## config.mk

```make
export PLATFORM = sky130hd
export DESIGN_NAME = mmio_tx_fifo_flat
export DESIGN_NICKNAME = d
export VERILOG_FILES = /design/src/rtl/mmio_tx_fifo_if.sv /design/src/rtl/mmio_tx_fifo.sv /design/src/flat_wrapper.sv
export SDC_FILE = /design/constraint.sdc
export NUM_CORES = 1
export LEC_CHECK = 0
export ABC_AREA = 1
export CAP_MARGIN = 10
export CORE_ASPECT_RATIO = 0.75
export CORE_MARGIN = 2
export CORE_UTILIZATION = 35
export DETAILED_ROUTE_END_ITERATION = 10
export MAX_ROUTING_LAYER = met4
export PLACE_DENSITY = 0.67
export SYNTH_ARGS = -nofsm -noshare
export SYNTH_HDL_FRONTEND = slang
export SYNTH_SLANG_ARGS = --single-unit
```

## constraint.sdc

```tcl
create_clock -name clk -period 4 [get_ports clk]
set_input_delay 0.4 -clock clk [delete_from_list [all_inputs] [get_ports clk]]
set_output_delay 0.4 -clock clk [all_outputs]
set_load 0.01 [all_outputs]
```

## src/rtl/mmio_tx_fifo_if.sv

```systemverilog
// Bundle between the EX stage, the MMIO transmit FIFO and the downstream transmitter.
// The slave modport is the FIFO side; master is the EX/transmitter side.
interface mmio_tx_fifo_if #(
   parameter int DATA_W = 8,
   parameter int DEPTH  = 8
);
   logic                      start_i;
   logic                      mem_req_i;
   logic                      mem_we_i;
   logic [31:0]               mem_addr_i;
   logic [31:0]               mem_wdata_i;
   logic                      stall_o;
   logic                      ready_o;
   logic                      busy_o;
   logic                      done_o;
   logic [$clog2(DEPTH):0]    count_o;
   logic                      tx_valid_o;
   logic [DATA_W-1:0]         tx_data_o;
   logic                      tx_ready_i;

   modport slave (
      input  start_i, mem_req_i, mem_we_i, mem_addr_i, mem_wdata_i, tx_ready_i,
      output stall_o, ready_o, busy_o, done_o, count_o, tx_valid_o, tx_data_o
   );

   modport master (
      output start_i, mem_req_i, mem_we_i, mem_addr_i, mem_wdata_i, tx_ready_i,
      input  stall_o, ready_o, busy_o, done_o, count_o, tx_valid_o, tx_data_o
   );
endinterface

```

## src/rtl/mmio_tx_fifo.sv

```systemverilog
// Snoops EX-stage writes to an MMIO data address, buffers them in a FIFO and
// drains them over a valid/ready link; writing bit 0 of the control address flushes storage.
module mmio_tx_fifo #(
   parameter logic [31:0] ADDR_BASE = 32'h3000_0000,
   parameter int          DATA_W    = 8,
   parameter int          DEPTH     = 8
) (
   input  logic             clk,
   input  logic             rst,
   mmio_tx_fifo_if.slave    bus
);
   localparam int PW = $clog2(DEPTH);
   localparam int CW = PW + 1;

   typedef enum logic {IDLE, SEND} state_t;

   logic [DATA_W-1:0] r_mem [DEPTH];
   logic [PW-1:0]     r_wr_ptr;
   logic [PW-1:0]     r_rd_ptr;
   logic [CW-1:0]     r_count;
   logic [DATA_W-1:0] r_tx_data;
   logic              r_busy_prev;
   state_t            r_state;
   state_t            w_state_next;

   logic w_hit;
   logic w_push_hit;
   logic w_ctl_hit;
   logic w_full;
   logic w_push;
   logic w_flush;
   logic w_avail;
   logic w_pop;
   logic w_busy;
   logic w_unused_wdata;

   assign w_hit      = bus.start_i & bus.mem_req_i & bus.mem_we_i;
   assign w_push_hit = w_hit & (bus.mem_addr_i == ADDR_BASE);
   assign w_ctl_hit  = w_hit & (bus.mem_addr_i == (ADDR_BASE + 32'd4));
   assign w_full     = (r_count == CW'(DEPTH));
   assign w_push     = w_push_hit & ~w_full;
   assign w_flush    = w_ctl_hit & bus.mem_wdata_i[0];
   // A flush empties storage on this edge, so the head must not be popped alongside it.
   assign w_avail    = (r_count != '0) & ~w_flush;
   assign w_busy     = (r_count != '0) | (r_state == SEND);
   assign w_unused_wdata = &{1'b0, bus.mem_wdata_i};

   always_comb begin
      w_state_next = r_state;
      w_pop        = 1'b0;
      case (r_state)
         IDLE: begin
            if (w_avail) begin
               w_pop        = 1'b1;
               w_state_next = SEND;
            end
         end
         SEND: begin
            if (bus.tx_ready_i) begin
               if (w_avail) begin
                  w_pop = 1'b1;
               end else begin
                  w_state_next = IDLE;
               end
            end
         end
         default: w_state_next = IDLE;
      endcase
   end

   always_ff @(posedge clk) begin
      if (w_push) begin
         r_mem[r_wr_ptr] <= bus.mem_wdata_i[DATA_W-1:0];
      end
   end

   always_ff @(posedge clk) begin
      if (rst) begin
         r_state     <= IDLE;
         r_wr_ptr    <= '0;
         r_rd_ptr    <= '0;
         r_count     <= '0;
         r_tx_data   <= '0;
         r_busy_prev <= 1'b0;
      end else begin
         r_state     <= w_state_next;
         r_busy_prev <= w_busy;
         if (w_pop) begin
            r_tx_data <= r_mem[r_rd_ptr];
         end
         if (w_flush) begin
            r_wr_ptr <= '0;
            r_rd_ptr <= '0;
            r_count  <= '0;
         end else begin
            if (w_push) begin
               r_wr_ptr <= r_wr_ptr + PW'(1);
            end
            if (w_pop) begin
               r_rd_ptr <= r_rd_ptr + PW'(1);
            end
            r_count <= r_count + CW'(w_push) - CW'(w_pop);
         end
      end
   end

   assign bus.stall_o    = w_push_hit & w_full;
   assign bus.ready_o    = ~w_full;
   assign bus.busy_o     = w_busy;
   assign bus.done_o     = r_busy_prev & ~w_busy;
   assign bus.count_o    = r_count;
   assign bus.tx_valid_o = (r_state == SEND);
   assign bus.tx_data_o  = r_tx_data;
endmodule

```

## src/flat_wrapper.sv

```systemverilog
// flat-port wrapper written by rule: the top's interface ports become plain ports
module mmio_tx_fifo_flat 
#(
   parameter logic [31:0] ADDR_BASE = 32'h3000_0000,
   parameter int          DATA_W    = 8,
   parameter int          DEPTH     = 8
)
  (clk, rst, bus_start_i, bus_mem_req_i, bus_mem_we_i, bus_mem_addr_i, bus_mem_wdata_i, bus_tx_ready_i, bus_stall_o, bus_ready_o, bus_busy_o, bus_done_o, bus_count_o, bus_tx_valid_o, bus_tx_data_o);
  mmio_tx_fifo_if #(.DATA_W(DATA_W), .DEPTH(DEPTH)) bus_i ();
  input  logic clk;
  input  logic rst;
  input wire logic [$bits(bus_i.start_i)-1:0] bus_start_i;
  input wire logic [$bits(bus_i.mem_req_i)-1:0] bus_mem_req_i;
  input wire logic [$bits(bus_i.mem_we_i)-1:0] bus_mem_we_i;
  input wire logic [$bits(bus_i.mem_addr_i)-1:0] bus_mem_addr_i;
  input wire logic [$bits(bus_i.mem_wdata_i)-1:0] bus_mem_wdata_i;
  input wire logic [$bits(bus_i.tx_ready_i)-1:0] bus_tx_ready_i;
  output wire logic [$bits(bus_i.stall_o)-1:0] bus_stall_o;
  output wire logic [$bits(bus_i.ready_o)-1:0] bus_ready_o;
  output wire logic [$bits(bus_i.busy_o)-1:0] bus_busy_o;
  output wire logic [$bits(bus_i.done_o)-1:0] bus_done_o;
  output wire logic [$bits(bus_i.count_o)-1:0] bus_count_o;
  output wire logic [$bits(bus_i.tx_valid_o)-1:0] bus_tx_valid_o;
  output wire logic [$bits(bus_i.tx_data_o)-1:0] bus_tx_data_o;
  assign bus_i.start_i = bus_start_i;
  assign bus_i.mem_req_i = bus_mem_req_i;
  assign bus_i.mem_we_i = bus_mem_we_i;
  assign bus_i.mem_addr_i = bus_mem_addr_i;
  assign bus_i.mem_wdata_i = bus_mem_wdata_i;
  assign bus_i.tx_ready_i = bus_tx_ready_i;
  assign bus_stall_o = bus_i.stall_o;
  assign bus_ready_o = bus_i.ready_o;
  assign bus_busy_o = bus_i.busy_o;
  assign bus_done_o = bus_i.done_o;
  assign bus_count_o = bus_i.count_o;
  assign bus_tx_valid_o = bus_i.tx_valid_o;
  assign bus_tx_data_o = bus_i.tx_data_o;
  mmio_tx_fifo #(.ADDR_BASE(ADDR_BASE), .DATA_W(DATA_W), .DEPTH(DEPTH)) u_core (.clk(clk), .rst(rst), .bus(bus_i));
endmodule
```

# [After elaboration in Yosys (flattened, before gate mapping)]
# Memory sizes are Yosys's and may differ from the RTL's. A register that Yosys moved wholly into a read port is not among the register bits.
# Cells that the tools add are included.
[word_totals] word_cells=36 register_bits=12 n_memories=1 out_inout_bits=17 in_bits=70 mem_bits_rw=64
[classes] n_mux=7 n_reduce_logical=2 eq_ne=3 addsub=4 n_bitwise=14
[mem_list] name="u_core.r_mem" words=8 width=8 rd=1 rd_ports_with_merged_regs=1 wr=1 line_no="mmio_tx_fifo.sv:17" rtl="logic [DATA_W-1:0] r_mem [DEPTH];"
[ops] op="32-bit by 30-bit == test with 1-bit output, second input constant" n=2
[ops] op="1-bit bitwise AND" n=9
[ops] op="3-bit by 1-bit adder with 3-bit output, second input constant" n=2
[ops] op="1-bit 2-to-1 mux" n=5
[ops] op="4-bit by 1-bit adder with 4-bit output" n=1
[ops] op="4-bit == test, second input constant" n=1
[ops] op="1-bit NOT" n=4
[ops] op="1-bit one-hot mux with 2 select lines" n=2
[ops] op="4-bit nonzero test" n=1
[ops] op="4-bit by 1-bit subtractor with 4-bit output" n=1
[ops] op="2-bit OR reduction" n=1
[ops] op="1-bit OR" n=1

# [Depth between registers and ports, before layout]
[depth] depth_word=10 mapped_depth=16 ltp_nobuf=15

# [Worst setup path after synthesis]
# OpenSTA, ideal clock, no wires.
[synth_timing] path_kind="reg-to-reg" start="register u_core.r_count[2], in the netlist u_core.bus.count_o[2]" end="register u_core.r_count[2], in the netlist u_core.bus.count_o[2]" required_time_ns=3.881 n_path_buf=1 setup_slack_ns=1.681 t_arrival_ns=2.201 path_stages_with_launch=14 cell_sequence="dfxtp_1 -> inv_1 -> ha_1 -> nor3b_1 -> inv_1 -> nand3_4 -> buf_6 -> inv_1 -> ha_1 -> inv_1 -> ha_1 -> fa_1 -> xnor2_1 -> nor2_1"
[synth_between] elab_chain_len=6 elab_cells_between_ends=10 cone_classes="2 x add/sub; 1 x eq/ne; 3 x mux; 3 x bitwise; 1 x reduce/logical"
[synth_rtl] element="from (decl)" line_no="mmio_tx_fifo.sv:20" rtl="logic [CW-1:0] r_count;"
[synth_rtl] element="from (signal assigned)" line_no="mmio_tx_fifo.sv:102" rtl="r_count <= r_count + CW'(w_push) - CW'(w_pop);"
[synth_rtl] element="parallel branches: the longest is 5 deep, another holds 4-bit by 1-bit adder with 4-bit output"
[synth_rtl] element="4-bit by 1-bit subtractor with 4-bit output (*)" line_no="mmio_tx_fifo.sv:102"
# Mark *: on every way between the ends.
# A chain may end at the register's enable or synchronous reset.

# [Worst setup path after layout]
[layout_timing] start="input port bus_mem_wdata_i[0]" end="register u_core.r_count[2], in the netlist u_core.bus.count_o[2]"
[layout_between] elab_chain_len=7 elab_cells_between_ends=8 cone_classes="1 x add/sub; 3 x mux; 3 x bitwise; 1 x reduce/logical"
[layout_rtl] element="from (decl)" line_no="flat_wrapper.sv:16" rtl="input wire logic [$bits(bus_i.mem_wdata_i)-1:0] bus_mem_wdata_i;"
[layout_rtl] element="1-bit bitwise AND (*)" line_no="mmio_tx_fifo.sv:42" rtl="assign w_flush = w_ctl_hit & bus.mem_wdata_i[0];"
[layout_rtl] element="1-bit NOT" line_no="mmio_tx_fifo.sv:44" rtl="assign w_avail = (r_count != '0) & ~w_flush;"
[layout_rtl] element="1-bit bitwise AND" line_no="mmio_tx_fifo.sv:44"
[layout_rtl] element="1-bit 2-to-1 mux" line_no="mmio_tx_fifo.sv:53, mmio_tx_fifo.sv:60"
[layout_rtl] element="1-bit 2-to-1 mux" line_no="mmio_tx_fifo.sv:59" rtl="if (bus.tx_ready_i) begin"
[layout_rtl] element="1-bit one-hot mux with 2 select lines" line_no="mmio_tx_fifo.sv:51" rtl="case (r_state)"
[layout_rtl] element="4-bit by 1-bit subtractor with 4-bit output" line_no="mmio_tx_fifo.sv:102"
# Mark *: on every way between the ends. The rest lies on a longest branch, timed or not.

==> qor.yml <==
route:
  vias: 2735
  drc: 0
  wl_met1_mm: 3.997
  wl_per_cell_um: 14.16
  routed_wl_mm: 8.269
  drtAntennaViolNets: 0
  viasPerCell: 4.683
  routed.top_layer: "met4"
  drt_iter0_drc: 217
  first_pass_iters: 4
  wl_met2_mm: 3.760
  dr_wl_met3_um: 409
final_layout:
  area_delta_synth_final_pct: 27.91
  fin_util_pct: 46.49
  n_antenna_cell: 0
  fin_nets: 522
  fillers: 945
  drive_above_1_share_pct: 6.920
die:
  fp.coreArea_um2: 10410
  dieArea_um2: 11670
  io_pins: 87
  die_h_um: 94.05
  fp-row-count: 32
  die_w_um: 124.1
  initial_core_util_pct: 36.35
synthesis:
  seq_area_frac_synth_pct: 61.38
  synth_top_area_share_pct: 50.79
  synth_compound_area_share_pct: 9.755
  yosysUniqueCellTypes: 29
  synth_fa_ha_area_share_pct: 3.175
  synthesis.area_um2: 3784
  synthMuxAreaShare_pct: 0
  synthesis.nets: 460
  syn_area_per_cell_um2: 9.931
  yosys_warnings: 0
  synth-simple-area-share_pct: 18.55
  synth_seq_cells: 84
  synth_top_cell_by_area: "edfxtp_1"
  synth_top_family_by_area: "simple AND/OR/NAND/NOR gates"
  synthCells: 381
  synthXorXnorAreaFrac_pct: 0.6944
  synthTopCellsByArea: "edfxtp_1 51%, dfxtp_1 11%, nor2_1 9.0%"
sta:
  finalCritPeriodShare_pct: 70.29
  timing.final.crit_period_ns: 2.812
  slew-limit-headroom_pct: 25.04
  hold_viol: 0
  rsz0062_at_grt: "false"
  slew_violations: 0
  fin_setup_tns_ns: 0
  worst_pin_slew_ns: 1.123
  fin_worst_skew_ns: 0.008876
  fmax_mhz: 355.7
  setup_viol: 0
pwr:
  leakagePower_nw: 1.800
  power.switching_uw: 925.7
  power_frac_seq_pct: 37.4
  pwr-share-clk_pct: 30.8
  switching_share_pct: 31.71
  pwr-share-comb_pct: 31.8
  power_density_nw_per_um2: 603.3
  vdd_drop_max_mv: 0.3341
  power.internal_mw: 1.994
worst_setup_path:
  arrival_ns: 3.04
  cp-start-kind: "primary input"
  critPathLaunch: "bus_mem_wdata_i[0]"
  r2r_cells: 12
  worstSetupEndpoint: "u_core.bus.count_o[2]$_SDFF_PP0_"
  crit_type: "in -> reg"
  worstPathRequired_ns: 4.23
  r2r_start: "u_core.bus.count_o[2]$_SDFF_PP0_"
  reg2reg_slack_ns: 1.30
  cp_max_fo: 21
  reg2reg_to: "u_core.bus.count_o[2]$_SDFF_PP0_"
  critPathCaptureType: "register"
cts:
  cts_hold_buf: 0
  clk_latency_ns: 0.34
  path_clk_slew_ns: 0.06
  htree_levels: 3
  cts-root-buf: "clkbuf_16"
  cts_buffers: 9
  cts_tree: "built"
  cts_setup_buffers: 0
  ctsResizeCount: 0
  cts_sinks: 84
  clk_path_buf_depth: 2
job:
  maxCapViolations: 0
place:
  dp_hpwl_mm: 5.441
  gp_congestion: 0.7526
  portBuffers: 62
status:
  outcome: "complete, no violations"
global_routing:
  overflow: 0
  grt_antenna_before_repair: 0
  grt_use_total_pct: 15.91
  grt_max_degree: 36
  grt_pass1_vias: 2566
  grt_pass1_wl_mm: 13.14
worst_hold_path:
  hold_path_class: "reg -> reg"
==> cell usage in the layout (no fill, tap or decap), drive strengths merged <==
master          n
nor3b           1
o211ai         15
nand4           5
clkdlybuf4s50  62
xnor2           1
nor3            1
a21oi          16
xor2            2
or2             1
o221ai          1
edfxtp         64
ha              8
clkinvlp        1
nand2          54
nor2           94
o21ai          32
clkinv          2
fa              1
bufinv          2
buf             1
dfxtp          20
inv            45
clkbuf         12
nand3           7
==> worst max-delay path, stage by stage <==
cell and delay [ns]:
clkdlybuf4s50_1 0.64, nand2_1 0.15, nor3_4 0.22, nand3_4 0.14, nand3_4 0.25, inv_1 0.08
ha_1 0.27, inv_1 0.04, ha_1 0.21, fa_1 0.40, xnor2_1 0.17, nor2_1 0.06
==> stage by stage <==
step / hold slack (ns) / cells / setup WS, ns / total power [mW] / instance area [µm²]
after floorplan: 0.4691 / 381 / 1.681 / 1.713 / 3784
after global placement: 0.4990 / 568 / 0.8934 / 2.002 / 4511
after detailed placement: 0.5113 / 568 / 0.7953 / 2.038 / 4511
after CTS: 0.5194 / 584 / 1.154 / 2.951 / 4840
after global routing: 0.5459 / 584 / 0.9865 / 3.123 / 4840
final: 0.5155 / 584 / 1.188 / 2.920 / 4840
==> sequential cells by signal, indices dropped and copies added (netlist names) <==
signal and flops:
u_core.r_rd_ptr 3, u_core.bus.tx_valid_o 1, u_core.r_wr_ptr 3, u_core.r_busy_prev 1, u_core.bus.count_o 4, u_core.r_mem 64
u_core.bus.tx_data_o 8
==> cell families (layout without fill, tap and decap cells) <==
| logic type | Yosys count | after routing |
|---|---|---|
| AOI/OAI and AO/OA | 64 | 64 |
| DFF | 84 | 84 |
| and+or+nand+nor | 163 | 163 |
| xor gates and xnor gates | 3 | 3 |
| adders and majority gates | 9 | 9 |
| buffers and inverters | 58 | 125 |
==> metal layers <==
| layer | global-route usage, % | up-vias |
|---|---|---|
| met4 | 4.963 | 0 |
| met1 | 20.60 | 1262 |
| met3 | 4.794 | 7 |
| met5 | - | - |
| li1 | - | 1397 |
| met2 | 24.09 | 69 |
==> cells in the mapped netlist <==
library cell,instances
a21oi_1,14
ha_1,8
or2_2,1
buf_2,8
clkinv_1,1
edfxtp_1,64
xor2_1,2
nand4_1,5
nor2_4,1
clkbuf_1,1
fa_1,1
nor3b_1,1
dfxtp_1,20
nor2_1,91
nand2_1,49
nor3_4,1
nand3_1,5
nand2_2,5
o211ai_1,15
o221ai_1,1
clkbuf_2,1
o21ai_0,32
nand3_4,2
a21oi_2,2
inv_1,44
inv_2,1
nor2_2,2
buf_6,2
xnor2_1,1
==> how the worst min path moves through the flow <==
stage	start	to	cells past startpoint
final	u_core.bus.tx_data_o[5]$_SDFFE_PP0N_	u_core.bus.tx_data_o[5]$_SDFFE_PP0N_	4
after global routing	u_core.bus.tx_data_o[2]$_SDFFE_PP0N_	u_core.bus.tx_data_o[2]$_SDFFE_PP0N_	4
after CTS	u_core.r_wr_ptr[0]$_SDFFE_PP0P_	u_core.r_wr_ptr[0]$_SDFFE_PP0P_	2
after detailed placement	u_core.r_wr_ptr[0]$_SDFFE_PP0P_	u_core.r_wr_ptr[0]$_SDFFE_PP0P_	2
after global placement	u_core.r_wr_ptr[0]$_SDFFE_PP0P_	u_core.r_wr_ptr[0]$_SDFFE_PP0P_	2
after floorplan	rst	u_core.bus.tx_valid_o$_SDFF_PP0_	1
==> power by group through the flow <==
stage | Sequential [mW] | Combinational, mW | Clock [mW]
3_5_place_dp | 1.11 | 0.928 | 0
4_1_cts | 1.09 | 0.935 | 0.922
3_3_place_gp | 1.11 | 0.897 | 0
2_1_floorplan | 1.11 | 0.605 | 0
6_report | 1.09 | 0.929 | 0.899
5_1_grt | 1.11 | 1.06 | 0.953
==> area by class of cell <==
type                            count  area, µm²  share of cell area, %
Clock inverter                      4      72.57                  1.499
Sequential cell                    84       2322                  47.98
Tap cell                          136      170.2                  3.516
Clock buffer                       12      256.5                  5.300
Multi-Input combinational cell    239       1217                  25.16
Inverter                           46      172.7                  3.568
Timing Repair Buffer               63      628.1                  12.98
No activity file was read; power rests on OpenSTA's default activity.
